<file path="src/rtl/eth_pkg.sv">
// Shared Ethernet TX definitions: FSM state type, CRC-32 constants, beat
// geometry and small byte-lane helpers used by the FCS inserter and its
// CRC engine.
package eth_pkg;

    // Streaming beat geometry.
    localparam int BEAT_BYTES = 8;
    localparam int BEAT_BITS  = 8 * BEAT_BYTES;

    // Frame byte counter width and saturation value.
    localparam int              CNT_W   = 7;
    localparam logic [CNT_W-1:0] CNT_MAX = 7'd127;

    // Smallest legal Ethernet frame, FCS excluded.
    localparam int ETH_MIN_FRAME_BYTES = 60;

    // IEEE 802.3 CRC-32 polynomial, its bit-reversed form for the
    // LSB-first (reflected) shift register, and the standard seed.
    localparam logic [31:0] CRC32_POLY      = 32'h04C11DB7;
    localparam logic [31:0] CRC32_POLY_REFL = {<<{CRC32_POLY}};
    localparam logic [31:0] CRC32_INIT      = 32'hFFFFFFFF;

    // Inserter FSM states.
    typedef enum logic [1:0] {
        ST_IDLE = 2'd0,
        ST_DATA = 2'd1,
        ST_PAD  = 2'd2,
        ST_FCS  = 2'd3
    } state_e;

    // Advance a reflected CRC-32 register by one byte, LSB first.
    function automatic logic [31:0] crc32_byte(input logic [31:0] crc,
                                               input logic [7:0]  data);
        logic [31:0] c;
        c = crc ^ {24'd0, data};
        for (int i = 0; i < 8; i++) begin
            c = c[0] ? ((c >> 1) ^ CRC32_POLY_REFL) : (c >> 1);
        end
        return c;
    endfunction

    // Number of set bits in a byte-valid mask (0..8).
    function automatic logic [3:0] popcount8(input logic [7:0] keep);
        logic [3:0] n;
        n = 4'd0;
        for (int i = 0; i < 8; i++) begin
            n = n + 4'(keep[i]);
        end
        return n;
    endfunction

    // Contiguous byte-valid mask with the low n lanes set (n = 0..8).
    function automatic logic [7:0] keep_mask(input logic [3:0] n);
        logic [7:0] m;
        for (int i = 0; i < 8; i++) begin
            m[i] = (4'(i) < n);
        end
        return m;
    endfunction

    // Expand a byte-valid mask into a 64-bit data mask.
    function automatic logic [BEAT_BITS-1:0] lane_mask64(input logic [7:0] keep);
        logic [BEAT_BITS-1:0] m;
        for (int i = 0; i < 8; i++) begin
            m[8*i +: 8] = {8{keep[i]}};
        end
        return m;
    endfunction

    // Byte counter increment that sticks at CNT_MAX.
    function automatic logic [CNT_W-1:0] sat_add(input logic [CNT_W-1:0] cnt,
                                                 input logic [3:0]       n);
        logic [CNT_W:0] s;
        s = {1'b0, cnt} + {4'd0, n};
        return (s > {1'b0, CNT_MAX}) ? CNT_MAX : s[CNT_W-1:0];
    endfunction

endpackage

</file>
<file path="src/rtl/crc32.sv">
// Parallel reflected CRC-32 over a byte-sliced beat. Bytes whose in_valid
// bit is set are folded in lane order (lane 0 first). in_crc_reset reloads
// the seed after the current beat has been folded, so the beat carrying it
// still contributes to out_crc.
import eth_pkg::*;

module crc32 #(
    parameter int          SLICE_LENGTH    = 8,
    parameter logic [31:0] INITIAL_CRC     = CRC32_INIT,
    parameter bit          REGISTER_OUTPUT = 1'b0,
    parameter bit          INVERT_OUTPUT   = 1'b1
) (
    input  logic                      clk,
    input  logic                      rst,
    input  logic [8*SLICE_LENGTH-1:0] in_data,
    input  logic [SLICE_LENGTH-1:0]   in_valid,
    input  logic                      in_crc_reset,
    output logic [31:0]               out_crc
);

    logic [31:0] crc_q;
    logic [31:0] crc_d;
    logic [31:0] crc_next;
    logic [31:0] crc_view;

    // Fold the valid bytes of this beat into the running remainder.
    // NOTE: every always_comb output gets a default before any branch so no latch is inferred.
    always_comb begin
        crc_next = crc_q;
        for (int i = 0; i < SLICE_LENGTH; i++) begin
            if (in_valid[i]) begin
                crc_next = crc32_byte(crc_next, in_data[8*i +: 8]);
            end
        end
        crc_d    = in_crc_reset ? INITIAL_CRC : crc_next;
        crc_view = INVERT_OUTPUT ? ~crc_next : crc_next;
    end

    // Running remainder register, reseeded by reset or end of frame.
    // NOTE: state registers use non-blocking assignments so every flop samples pre-edge values.
    always_ff @(posedge clk) begin
        if (!rst) begin
            crc_q <= INITIAL_CRC;
        end else begin
            crc_q <= crc_d;
        end
    end

    if (REGISTER_OUTPUT) begin : g_out_reg
        logic [31:0] out_q;

        // Optional output register for timing-critical consumers.
        always_ff @(posedge clk) begin
            if (!rst) begin
                out_q <= '0;
            end else begin
                out_q <= crc_view;
            end
        end
        assign out_crc = out_q;
    end else begin : g_out_comb
        assign out_crc = crc_view;
    end

endmodule

</file>
<file path="src/rtl/eth_tx_fcs_insert.sv">
// Ethernet TX FCS inserter: passes a 64-bit AXI-Stream frame through a
// one-beat output register, optionally zero-pads it to MIN_FRAME_BYTES,
// and appends the 4-byte CRC-32 FCS immediately after the last byte. When
// the FCS does not fit in the last beat, its remaining bytes follow in one
// extra beat.
// Build option: define ETH_TX_PAD_EN to enable minimum-length padding;
// without it the PAD state is never entered and MIN_FRAME_BYTES is ignored.
import eth_pkg::*;

module eth_tx_fcs_insert #(
    parameter int          MIN_FRAME_BYTES = ETH_MIN_FRAME_BYTES,
    parameter logic [31:0] INITIAL_CRC     = CRC32_INIT
) (
    input  logic                 clk,
    input  logic                 rst,
    input  logic [BEAT_BITS-1:0] s_tdata,
    input  logic [7:0]           s_tkeep,
    input  logic                 s_tvalid,
    input  logic                 s_tlast,
    output logic                 s_tready,
    output logic [BEAT_BITS-1:0] m_tdata,
    output logic [7:0]           m_tkeep,
    output logic                 m_tvalid,
    output logic                 m_tlast,
    input  logic                 m_tready
);

    if (MIN_FRAME_BYTES < 1 || MIN_FRAME_BYTES > int'(CNT_MAX)) begin : g_bad_min
        $error("eth_tx_fcs_insert: MIN_FRAME_BYTES must lie in 1..127");
    end

    state_e               state_q,    state_d;
    logic [CNT_W-1:0]     cnt_q,      cnt_d;
    logic [BEAT_BITS-1:0] m_tdata_q,  m_tdata_d;
    logic [7:0]           m_tkeep_q,  m_tkeep_d;
    logic                 m_tvalid_q, m_tvalid_d;
    logic                 m_tlast_q,  m_tlast_d;
    logic [31:0]          rem_q,      rem_d;
    logic [7:0]           rem_keep_q, rem_keep_d;

    logic                 out_ready;
    logic                 fire;
    logic [3:0]           in_cnt;
    logic [BEAT_BITS-1:0] beat_data;
    logic [3:0]           beat_ce;
    logic                 beat_emit;
    logic                 beat_final;
    logic                 pad_next;
    logic [CNT_W-1:0]     cnt_upd;
    logic [7:0]           crc_keep;
    logic [31:0]          crc_fcs;
    logic [95:0]          fcs_wide;

    // The output register can take a new beat when empty or being drained.
    assign out_ready = !m_tvalid_q || m_tready;
    assign s_tready  = rst && out_ready && (state_q == ST_IDLE || state_q == ST_DATA);
    assign fire      = s_tvalid && s_tready;

    assign m_tdata  = m_tdata_q;
    assign m_tkeep  = m_tkeep_q;
    assign m_tvalid = m_tvalid_q;
    assign m_tlast  = m_tlast_q;

    // Decide the content of the beat being emitted this cycle: how many
    // data/pad lanes it carries (beat_ce) and whether the FCS follows it.
    always_comb begin
        in_cnt     = popcount8(s_tkeep);
        beat_data  = '0;
        beat_ce    = 4'd0;
        beat_emit  = 1'b0;
        beat_final = 1'b0;
        pad_next   = 1'b0;
        cnt_upd    = cnt_q;
        case (state_q)
            ST_IDLE, ST_DATA: begin
                if (fire) begin
                    beat_emit = 1'b1;
                    // Lanes past the last valid byte become zero pad or FCS.
                    beat_data = s_tdata & lane_mask64(s_tkeep);
                    if (!s_tlast) begin
                        beat_ce = 4'd8;
                        cnt_upd = sat_add(cnt_q, in_cnt);
                    end else begin
`ifdef ETH_TX_PAD_EN
                        if (int'(cnt_q) + int'(in_cnt) >= MIN_FRAME_BYTES) begin
                            beat_ce    = in_cnt;
                            beat_final = 1'b1;
                        end else if (MIN_FRAME_BYTES - int'(cnt_q) <= BEAT_BYTES) begin
                            beat_ce    = 4'(MIN_FRAME_BYTES - int'(cnt_q));
                            beat_final = 1'b1;
                        end else begin
                            beat_ce  = 4'd8;
                            pad_next = 1'b1;
                            cnt_upd  = sat_add(cnt_q, 4'd8);
                        end
`else
                        beat_ce    = in_cnt;
                        beat_final = 1'b1;
`endif
                    end
                end
            end
`ifdef ETH_TX_PAD_EN
            ST_PAD: begin
                if (out_ready) begin
                    beat_emit = 1'b1;
                    if (MIN_FRAME_BYTES - int'(cnt_q) > BEAT_BYTES) begin
                        beat_ce = 4'd8;
                        cnt_upd = sat_add(cnt_q, 4'd8);
                    end else begin
                        beat_ce    = 4'(MIN_FRAME_BYTES - int'(cnt_q));
                        beat_final = 1'b1;
                    end
                end
            end
`endif
            default: ;
        endcase
        crc_keep = beat_emit ? keep_mask(beat_ce) : 8'h00;
    end

    crc32 #(
        .SLICE_LENGTH    (BEAT_BYTES),
        .INITIAL_CRC     (INITIAL_CRC),
        .REGISTER_OUTPUT (1'b0),
        .INVERT_OUTPUT   (1'b1)
    ) u_crc32 (
        .clk          (clk),
        .rst          (rst),
        .in_data      (beat_data),
        .in_valid     (crc_keep),
        .in_crc_reset (beat_final),
        .out_crc      (crc_fcs)
    );

    // Assemble the output beat, splice in the FCS and step the FSM.
    always_comb begin
        state_d    = state_q;
        m_tdata_d  = m_tdata_q;
        m_tkeep_d  = m_tkeep_q;
        m_tvalid_d = m_tvalid_q;
        m_tlast_d  = m_tlast_q;
        rem_d      = rem_q;
        rem_keep_d = rem_keep_q;
        // FCS shifted up to the first free lane; bits 95:64 are the bytes
        // that spill into the following beat.
        fcs_wide   = {64'd0, crc_fcs} << {beat_ce, 3'b000};

        if (out_ready) begin
            m_tvalid_d = 1'b0;
            m_tdata_d  = '0;
            m_tkeep_d  = 8'h00;
            m_tlast_d  = 1'b0;
            if (state_q == ST_FCS) begin
                m_tvalid_d = 1'b1;
                m_tdata_d  = {32'd0, rem_q};
                m_tkeep_d  = rem_keep_q;
                m_tlast_d  = 1'b1;
                state_d    = ST_IDLE;
            end else if (beat_emit) begin
                m_tvalid_d = 1'b1;
                if (!beat_final) begin
                    m_tdata_d = beat_data;
                    m_tkeep_d = 8'hFF;
                    state_d   = (pad_next || state_q == ST_PAD) ? ST_PAD : ST_DATA;
                end else begin
                    m_tdata_d = beat_data | fcs_wide[63:0];
                    if (beat_ce > 4'd4) begin
                        m_tkeep_d  = 8'hFF;
                        rem_d      = fcs_wide[95:64];
                        rem_keep_d = keep_mask(beat_ce - 4'd4);
                        state_d    = ST_FCS;
                    end else begin
                        m_tkeep_d = keep_mask(beat_ce + 4'd4);
                        m_tlast_d = 1'b1;
                        state_d   = ST_IDLE;
                    end
                end
            end
        end

        cnt_d = (state_d == ST_IDLE) ? '0 : cnt_upd;
    end

    // Register FSM, byte counter, pending FCS bytes and the output stage.
    // NOTE: reset is synchronous and active-low here, so it is sampled only on a rising clk edge.
    always_ff @(posedge clk) begin
        if (!rst) begin
            state_q    <= ST_IDLE;
            cnt_q      <= '0;
            m_tdata_q  <= '0;
            m_tkeep_q  <= 8'h00;
            m_tvalid_q <= 1'b0;
            m_tlast_q  <= 1'b0;
            rem_q      <= '0;
            rem_keep_q <= 8'h00;
        end else begin
            state_q    <= state_d;
            cnt_q      <= cnt_d;
            m_tdata_q  <= m_tdata_d;
            m_tkeep_q  <= m_tkeep_d;
            m_tvalid_q <= m_tvalid_d;
            m_tlast_q  <= m_tlast_d;
            rem_q      <= rem_d;
            rem_keep_q <= rem_keep_d;
        end
    end

endmodule
</file>
<file path="config.mk">
export PLATFORM = sky130hd
export DESIGN_NAME = eth_tx_fcs_insert
export DESIGN_NICKNAME = d
export VERILOG_FILES = /design/src/rtl/eth_pkg.sv /design/src/rtl/crc32.sv /design/src/rtl/eth_tx_fcs_insert.sv
export SDC_FILE = /design/constraint.sdc
export NUM_CORES = 1
export LEC_CHECK = 0
export ABC_CLOCK_PERIOD_IN_PS = 37900
export CAP_MARGIN = 15
export CORE_MARGIN = 3
export CORE_UTILIZATION = 40
export CTS_BUF_LIST = sky130_fd_sc_hd__clkbuf_16
export DETAILED_ROUTE_END_ITERATION = 8
export GPL_TIMING_DRIVEN = 0
export PLACE_DENSITY = 0.64
export SYNTH_ARGS = -nofsm -noshare
export SYNTH_HDL_FRONTEND = slang
export SYNTH_SLANG_ARGS = --single-unit
</file>
<file path="constraint.sdc">
create_clock -name clk -period 37.9 [get_ports clk]
set_input_delay 3.79 -clock clk [delete_from_list [all_inputs] [get_ports clk]]
set_output_delay 3.79 -clock clk [all_outputs]
set_load 0.02 [all_outputs]
</file>
# --- Word-level counts from Yosys, hierarchy flattened ---
# Cells that the tools add are included.
# W data, S select, Z words.
classes:
  n_addsub: 9
  n_lt_le_gt_ge: 25
  eq_ne: 3
  n_shift: 1
  mux: 101
  bitwise: 77
  n_reduce_logical: 12
ops:
  columns: ["op", "n"]
  rows:
  - ["$mux W32", 72]
  - ["$not A13 Y14", 64]
  - ["$mux W64", 5]
  - ["$xor A32 B8 Y32", 8]
  - ["$shl A32 B7 Y96", 1]
  - ["$and A64 B64 Y64", 1]
  - ["$or A64 B64 Y64", 1]
  - ["$lt A3 B4 Y1 const A", 12]
  - ["$mux W8", 5]
  - ["$not A32 Y32", 1]
  - ["$lt A1 B4 Y1 const A", 6]
  - ["$lt A2 B4 Y1 const A", 6]
  - ["$add A4 B1 Y4", 4]
  - ["$mux W4", 3]
  - ["$mux W1", 11]
  - ["$mux W2", 5]
  - ["$reduce_and A5 Y1", 1]
  - ["$add A3 B1 Y4", 1]
  - ["$add A4 B3 Y4 const B", 1]
  - ["$eq A2 B2 Y1 const B", 2]
  - ["$gt A4 B3 Y1 const B", 1]
  - ["$reduce_or A2 Y1", 2]
  - ["$sub A4 B3 Y4 const B", 1]
  - ["$add A2 B1 Y3", 1]
  - ["9 further kinds", 13]
totals:
  regBits: 148
  input_bits: 77
  output_inout_bits: 75
  wordCells: 236

# --- Logic depth before layout (Yosys ltp) ---
# Gate-level depths: netlist of the first run.
logic_depth:
  depth_word: 157
  ltp_mapped: 50
  ltp_nobuf: 42

# --- Cells and area by module ---
# Synthesis of the first run repeated with hierarchy kept, for this count alone.
unflattened:
  cells_unflattened: 2306
  area_unflattened_um2: 20075.5
modules_own_cells:
  columns: ["mod", "instances", "cells_each", "area_each_um2", "seq_area_each_um2"]
  rows:
  - ["crc32", 1, 1431, 12947.4, 640.6]
  - ["eth_tx_fcs_insert", 1, 875, 7128.1, 2322.2]

# --- Worst setup path after synthesis of the first run ---
# No wires, ideal clock.
synth_timing:
  path_type: "input to register"
  from: "input s_tkeep[1]"
  to: "register m_tdata_q[48] (netlist: m_tdata[48])"
  setup_ns: 0.122
  arrival_ns: 15.889
  t_required_ns: 37.778
  setup_slack_ns: 21.889
  stages: 46
  n_path_buf: 4
  cell_sequence: "clkbuf_1 inv_1 fa_1 fa_1 fa_1 inv_1 ha_1 a21o_1 nand2_1 a21oi_1 clkinv_1 clkbuf_1 buf_1 ha_1 inv_1 nand4_1 nand3_1 a21o_1 (+10 left out) xnor3_2 mux2i_1 nor3_4 xnor3_1 a21oi_4 xnor2_4 xor2_4 xnor3_1 o211ai_1 a21oi_1 or3_4 a211oi_4 xnor2_2 xnor3_1 a21o_1 mux2i_1 nor2_1 o311a_1"
synth_between:
  elab_chain_len: 114
  word_cells_on_any_way: 155
  cone_classes: "7 x add/sub; 8 x order compare; 1 x shift; 73 x mux; 66 x bitwise"
synth_rtl:
  columns: ["item", "line_no", "text"]
  rows:
  - ["start, declared", "eth_tx_fcs_insert.sv:17", "input logic [7:0] s_tkeep,"]
  - ["$add A1 B1 Y2", "eth_pkg.sv:47", "n = n + 4'(keep[i]);"]
  - ["$add A2 B1 Y3", "eth_pkg.sv:47", null]
  - ["$add A3 B1 Y4", "eth_pkg.sv:47", null]
  - ["$add A4 B1 Y4 (4 in series)", "eth_pkg.sv:47", null]
  - ["$mux W4", "eth_tx_fcs_insert.sv:80", "if (!s_tlast) begin"]
  - ["$mux W4", "eth_tx_fcs_insert.sv:76", "if (fire) begin"]
  - ["$mux W4", "eth_tx_fcs_insert.sv:74", "case (state_q)"]
  - ["$lt A1 B4 Y1", "eth_pkg.sv:56", "m[i] = (4'(i) < n);"]
  - ["(+95 left out)", null, null]
  - ["$mux W32", "eth_pkg.sv:37", "c = c[0] ? ((c >> 1) ^ CRC32_POLY_REFL) : (c >> 1);"]
  - ["$mux W32", "crc32.sv:31", "if (in_valid[i]) begin"]
  - ["$not A32 Y32", "crc32.sv:36", "crc_view = INVERT_OUTPUT ? ~crc_next : crc_next;"]
  - ["$shl A32 B7 Y96 *", "eth_tx_fcs_insert.sv:147", "fcs_wide = {64'd0, crc_fcs} << {beat_ce, 3'b000};"]
  - ["$or A64 B64 Y64 *", "eth_tx_fcs_insert.sv:167", "m_tdata_d = beat_data | fcs_wide[63:0];"]
  - ["$mux W64 *", "eth_tx_fcs_insert.sv:162", "if (!beat_final) begin"]
  - ["$mux W64 *", "eth_tx_fcs_insert.sv:160", "end else if (beat_emit) begin"]
  - ["$mux W64 *", "eth_tx_fcs_insert.sv:154", "if (state_q == ST_FCS) begin"]
  - ["end signal, assigned", "eth_tx_fcs_insert.sv:200", "m_tdata_q <= m_tdata_d;"]
  - ["end, declared", "eth_tx_fcs_insert.sv:34", "logic [BEAT_BITS-1:0] m_tdata_q, m_tdata_d;"]
# Every way passes the cells marked *; elsewhere a longest branch is shown, timed or not.
# A chain may end at the register's enable or synchronous reset.

# --- Worst setup path in the final report of the first run ---
layout_timing:
  from: "input s_tkeep[1]"
  to: "register m_tdata_q[63] (netlist: m_tdata[63])"
layout_between:
  elab_chain_len: 114
  word_cells_on_any_way: 155
  cone_classes: "7 x add/sub; 8 x order compare; 1 x shift; 73 x mux; 66 x bitwise"
layout_rtl:
  columns: ["item", "line_no"]
  rows:
  - ["$add A1 B1 Y2", "eth_pkg.sv:47"]
  - ["$add A2 B1 Y3", "eth_pkg.sv:47"]
  - ["$add A3 B1 Y4", "eth_pkg.sv:47"]
  - ["$add A4 B1 Y4 (4 in series)", "eth_pkg.sv:47"]
  - ["$mux W4", "eth_tx_fcs_insert.sv:80"]
  - ["$mux W4", "eth_tx_fcs_insert.sv:76"]
  - ["$mux W4", "eth_tx_fcs_insert.sv:74"]
  - ["$lt A1 B4 Y1", "eth_pkg.sv:56"]
  - ["(+94 left out)", null]
  - ["$mux W32 (2 in series)", "eth_pkg.sv:37"]
  - ["$mux W32", "crc32.sv:31"]
  - ["$not A32 Y32", "crc32.sv:36"]
  - ["$shl A32 B7 Y96 *", "eth_tx_fcs_insert.sv:147"]
  - ["$or A64 B64 Y64 *", "eth_tx_fcs_insert.sv:167"]
  - ["$mux W64 *", "eth_tx_fcs_insert.sv:162"]
  - ["$mux W64 *", "eth_tx_fcs_insert.sv:160"]
  - ["$mux W64 *", "eth_tx_fcs_insert.sv:154"]
# Marks and branches as above.

==> results.json, run 1 <==
{
  "ctsLongestPathBuffers": 2,
  "cts_tree": "yes",
  "relSlewSlack_pct": 6.68,
  "ios": 152,
  "wirelength_microns": 107000,
  "final_area_sq_um": 23800,
  "drc": 0,
  "dr.pass1.iters": 9,
  "synth.distinct_cells": 128,
  "setup_violations": 0,
  "worst-endpoint-required_ns": 38.23,
  "finalHoldViolCount": 0,
  "cpMaxStageDelayCell": "o21ai_0",
  "dr_wl_met2_microns": 45600,
  "detail-route-antenna-nets": 0,
  "area_delta_synth_final_pct": 13.6,
  "postCtsHoldBufs": 0,
  "ys.flop_type": "dfxtp_1",
  "post-cts-setup-buffer-count": 0,
  "postCtsResizedCells": 0,
  "grt_pass1_vias": 21200,
  "max_stage_delay_ns": 1.06,
  "outcome": "finished clean",
  "syn_nets": 2665,
  "layout_commonest_cell": "nand2_1",
  "max_cap_violations": 0,
  "clk_latency_ns": 0.45,
  "placed_cells": 3400,
  "die-area_sq_um": 55200,
  "synthArstFlopShare_pct": 0,
  "ctsHtreeMaxLevel": 4,
  "overflow": 0,
  "start_util_pct": 40.6,
  "dr.first_iter.drc_count": 3838,
  "hp-class": "reg -> reg",
  "clock_sinks": 148,
  "nNetsFinal": 2829,
  "criticalPathCategory": "in -> reg",
  "ys_ff_latch": 148,
  "mostFrequentLayoutCells": "nand2_1 (302), xnor2_1 (298), nor2_1 (223), a21oi_1 (173), dfxtp_1 (148)",
  "ys_seq_area_share_pct": 14.1,
  "die_w_microns": 235,
  "synth_edf_count": 0,
  "min-delay-start": "rem_q[13]",
  "drive_gt1_share_pct": 8.35,
  "drv_slew": 0,
  "syn_inst": 2576,
  "clk_pin_slew_worst_paths_ns": 0.07,
  "crit_fanout": 12,
  "wl_met3_microns": 12400,
  "grt_max_degree": 17,
  "yosys_warnings": 0,
  "rsz0062_at_grt": "no",
  "antenna_found_initial": 6,
  "wire_per_inst_microns": 31.3,
  "period_share_pct": 55.7,
  "vias": 22600,
  "grt_usage_pct": 37.1,
  "r2r-start": "m_tvalid",
  "drt-vias-per-instance": 6.59,
  "port_buffers": 141,
  "cp-start-kind": "primary input",
  "endpoint_kind": "flop",
  "grt_pass1_wl_microns": 152000,
  "final_cells": 3435,
  "crit_start": "s_tkeep[1]",
  "skew_ns": 0.0129,
  "numCtsBuffers": 17,
  "cp.arrival_ns": 21.43,
  "dpl.hpwl_microns": 87000,
  "fmax_ghz": 0.0474,
  "dpl_cell_area_sq_um": 23300,
  "crit_path_frequent_cell": "clkbuf_1",
  "syn_area_sq_um": 21000,
  "die_y_microns": 235,
  "worst_pin_slew_ns": 1.39,
  "root_buffer": "clkbuf_16",
  "period_needed_ns": 21.10,
  "rows": 83,
  "coreArea_sq_um": 51600,
  "setup_tns_ns": 0,
  "wirelength_met1_microns": 43700,
  "synth.avg_cell_area_sq_um": 8.14,
  "gp_congestion": 1.06,
  "finalHoldWorstSlack_ns": 0.452,
  "top_layer_used": "met5"
}
final cells by class:
| class | count | area (sq um) |
|---|---|---|
| Antenna cell | 2 | 5.00 |
| Buffer | 182 | 788 |
| Clock buffer | 17 | 425 |
| Clock inverter | 15 | 123 |
| Fill cell | 5177 | 27800 |
| Inverter | 18 | 67.6 |
| Multi-Input combinational cell | 2228 | 17200 |
| Sequential cell | 148 | 2960 |
| Tap cell | 680 | 851 |
| Timing Repair Buffer | 145 | 1450 |
metal layers:
metal | track usage (%) | up-vias
li1 | - | 9682
met1 | 51.6 | 11000
met2 | 56.2 | 1630
met3 | 6.53 | 297
met4 | 16.2 | 8
met5 | 0 | -
worst max-delay path, delay by kind of cell:
family	cells	cell delay, ns
buf+inv	10	3.14
fa+ha+maj	5	2.04
simple gates	11	3.58
xor+xnor	8	2.38
mux	1	0.67
compound gates	13	5.77
sequential cells by signal (all words and copies together), names as in the netlist:
name	cells
m_tdata	64
m_tlast	1
m_tkeep	8
u_crc32.crc_q	32
rem_keep_q	8
state_q	2
rem_q	32
m_tvalid	1
metrics by stage:
step           setup slack [ns]  util [%]
3_3_place_gp              16.88      45.0
4_1_cts                   17.35      46.1
6_report                  16.80      46.2
2_1_floorplan             21.89         -
3_5_place_dp              16.98      45.1
5_1_grt                   16.64      46.2
synth_stat cells, types with 13 or more instances:
master / number / area (sq um)
or3_1: 24 / 150
a22oi_1: 23 / 173
xor3_1: 14 / 333
and3_1: 41 / 257
nor4_1: 23 / 144
nor3_1: 55 / 275
xnor2_1: 298 / 2610
a21o_1: 19 / 143
nand4_1: 19 / 119
a31oi_1: 29 / 181
xor2_1: 104 / 911
a22o_1: 16 / 140
a21oi_1: 173 / 866
buf_1: 20 / 75.1
dfxtp_1: 148 / 2960
mux2_2: 19 / 214
a211oi_1: 26 / 195
o211ai_1: 41 / 308
and2_1: 24 / 150
nor2_1: 223 / 837
o22ai_1: 17 / 106
buf_2: 36 / 180
mux2i_1: 93 / 931
inv_1: 16 / 60.1
o21ai_1: 28 / 140
nand3_1: 66 / 330
clkbuf_1: 112 / 420
nand2b_1: 22 / 138
xnor3_1: 88 / 1980
a222oi_1: 17 / 170
o21ai_0: 105 / 526
xnor2_2: 15 / 244
nand2_1: 302 / 1130
o211a_1: 13 / 130
a221oi_1: 16 / 140
logic make-up after synthesis:
kind of cell,after synthesis,share of synthesized area [%]
AOI/OAI and AO/OA,681,23.0
DFF,148,14.1
adders and majority gates,12,0.859
and+or+nand+nor,875,20.3
buffers and inverters,200,4.08
xor gates and xnor gates,544,31.8
muxes,116,5.80
final timing paths:
path / cells past startpoint / endpoint / slack, ns
worst max-delay path: 48 / m_tdata[63] / 16.80
worst min-delay path: 2 / rem_q[13] / 0.45
worst max register to register: 46 / m_tdata[63] / 20.58
worst min register to register: 2 / rem_q[13] / 0.45
Power of run 1 is not shown: default switching activity piles up to over one toggle a cycle in this logic, so the estimate is an artifact.
==> run 2, diff against run 1 <==
--- a/config.mk
+++ b/config.mk
@@ -5,14 +5,14 @@
 export SDC_FILE = /design/constraint.sdc
 export NUM_CORES = 1
 export LEC_CHECK = 0
-export ABC_CLOCK_PERIOD_IN_PS = 37900
+export ABC_CLOCK_PERIOD_IN_PS = 18890
 export CAP_MARGIN = 15
 export CORE_MARGIN = 3
 export CORE_UTILIZATION = 40
 export CTS_BUF_LIST = sky130_fd_sc_hd__clkbuf_16
 export DETAILED_ROUTE_END_ITERATION = 8
 export GPL_TIMING_DRIVEN = 0
-export PLACE_DENSITY = 0.64
+export PLACE_DENSITY = 0.66
 export SYNTH_ARGS = -nofsm -noshare
 export SYNTH_HDL_FRONTEND = slang
 export SYNTH_SLANG_ARGS = --single-unit
==> constraint.sdc (replaced) <==
create_clock -name clk -period 18.89 [get_ports clk]
set_input_delay 1.889 -clock clk [delete_from_list [all_inputs] [get_ports clk]]
set_output_delay 1.889 -clock clk [all_outputs]
set_load 0.02 [all_outputs]
==> run 2 against run 1 <==
Setup slack got worse by 16 ns. Sequential share of layout area barely moved. Clock-buffer cell count stayed put. Die area did not move. Non-clock buffer count grew 1. Sequential cell count did not move. Critical path depth decreased by 2. First-iteration DRC count is 24% lower. Core utilization is 0.061 points higher. Highest routed layer unchanged.
==> results.json, run 2 (synthesis gave the netlist of run 1 again) <==
{
  "max_cap_violations": 0,
  "vias": 22500,
  "cts_tree": "yes",
  "layout_commonest_cell": "nand2_1",
  "area_delta_synth_final_pct": 13.8,
  "port_buffers": 141,
  "detail-route-antenna-nets": 0,
  "wire_per_inst_microns": 32.3,
  "worst_pin_slew_ns": 1.31,
  "die_y_microns": 235,
  "die-area_sq_um": 55200,
  "reg2reg_slack_ns": 2.28,
  "drt-vias-per-instance": 6.55,
  "overflow": 0,
  "clk_pin_slew_worst_paths_ns": 0.07,
  "placed_cells": 3402,
  "nNetsFinal": 2830,
  "finalHoldViolCount": 0,
  "cpMaxStageDelayCell": "mux2i_1",
  "dr.first_iter.drc_count": 2935,
  "clk_latency_ns": 0.45,
  "postCtsHoldBufs": 0,
  "grt_pass1_wl_microns": 155000,
  "skew_ns": 0.0199,
  "relSlewSlack_pct": 12.6,
  "max_stage_delay_ns": 0.69,
  "numCtsBuffers": 17,
  "drv_slew": 0,
  "drive_gt1_share_pct": 8.46,
  "outcome": "finished clean",
  "endpoint_kind": "flop",
  "clock_sinks": 148,
  "antenna_found_initial": 4,
  "hp-class": "reg -> reg",
  "gp_congestion": 1.02,
  "coreArea_sq_um": 51600,
  "period_share_pct": 97.8,
  "grt_usage_pct": 38.3,
  "cp-start-kind": "primary input",
  "start_util_pct": 40.6,
  "dr.pass1.iters": 8,
  "grt_pass1_vias": 21000,
  "wirelength_microns": 111000,
  "mostFrequentLayoutCells": "nand2_1 (302), xnor2_1 (298), nor2_1 (223), a21oi_1 (173), dfxtp_1 (148)",
  "dpl.hpwl_microns": 90100,
  "ctsHtreeMaxLevel": 4,
  "postCtsResizedCells": 0,
  "cp.arrival_ns": 18.81,
  "crit_fanout": 12,
  "final_cells": 3436,
  "worst-endpoint-required_ns": 19.23,
  "post-cts-setup-buffer-count": 0,
  "ctsLongestPathBuffers": 2,
  "criticalPathCategory": "in -> reg",
  "ios": 152,
  "rows": 83,
  "grt_max_degree": 17,
  "rsz0062_at_grt": "no",
  "largest_reg_flops": 64,
  "die_w_microns": 235,
  "fmax_ghz": 0.0541,
  "root_buffer": "clkbuf_16",
  "drc": 0,
  "setup_violations": 0,
  "period_needed_ns": 18.47
}
[run 2: changes by cell type in the layout (fill, tap and decap cells not counted), sizes merged]
| cell | delta |
|---|---|
| bufinv | +1 |
| clkbuf | +1 |
| clkinv | +2 |
| clkinvlp | -1 |
| inv | -2 |
[run 2: routing by layer]
metal / up-vias / part of all wire (%) / routed length [microns] / GRT usage, %
met4: 4 / 5.2 / 5780 / 16.8
met5: - / 0.036 / 40 / 0
met2: 1548 / 43 / 47600 / 58.7
met1: 11000 / 41 / 46000 / 52.0
met3: 292 / 10 / 11500 / 8.10
li1: 9668 / - / - / -
[run 2: worst max-delay path: cells and delay by family]
family | cells | cell delay [ns]
XOR/XNOR | 8 | 4.05
multiplexers | 5 | 2.13
AO/OA/AOI/OAI | 10 | 3.25
AND/OR/NAND/NOR | 8 | 2.19
adder cells (fa/ha/maj) | 5 | 2.01
buffers and inverters | 10 | 3.20
[run 2: final timing paths]
| path | startpoint | end | cells after the start |
|---|---|---|---|
| setup / recovery | s_tkeep[1] | m_tdata[61] | 46 |
| hold / removal | rem_q[13] | rem_q[13] | 2 |
| setup reg to reg | m_tvalid | m_tdata[61] | 43 |
| hold reg to reg | rem_q[13] | rem_q[13] | 2 |
[run 2: final cells by class]
type,count,area [sq um]
fillers,5199,27800
multi-input cells,2228,17200
plain buffers,182,790
flip-flops and latches,148,2960
clock buffers,17,425
inverters,18,67.6
clock inverters,15,145
repair buffers,146,1450
diodes,2,5.00
well taps,680,851
[run 2: per-stage QoR]
step	worst slack (ns)	hold WS [ns]	setup TNS, ns	instance area, sq um	utilization, %
floorplan	4.78	0.416	0	21000	-
global placement	-0.493	0.433	-2.15	23200	45.0
detailed placement	-0.186	0.437	-0.485	23300	45.1
CTS	0.228	0.447	0	23800	46.2
global route	0.0543	0.476	0	23900	46.2
finish	0.420	0.447	0	23900	46.2
Power of run 2 is left out for the same reason.
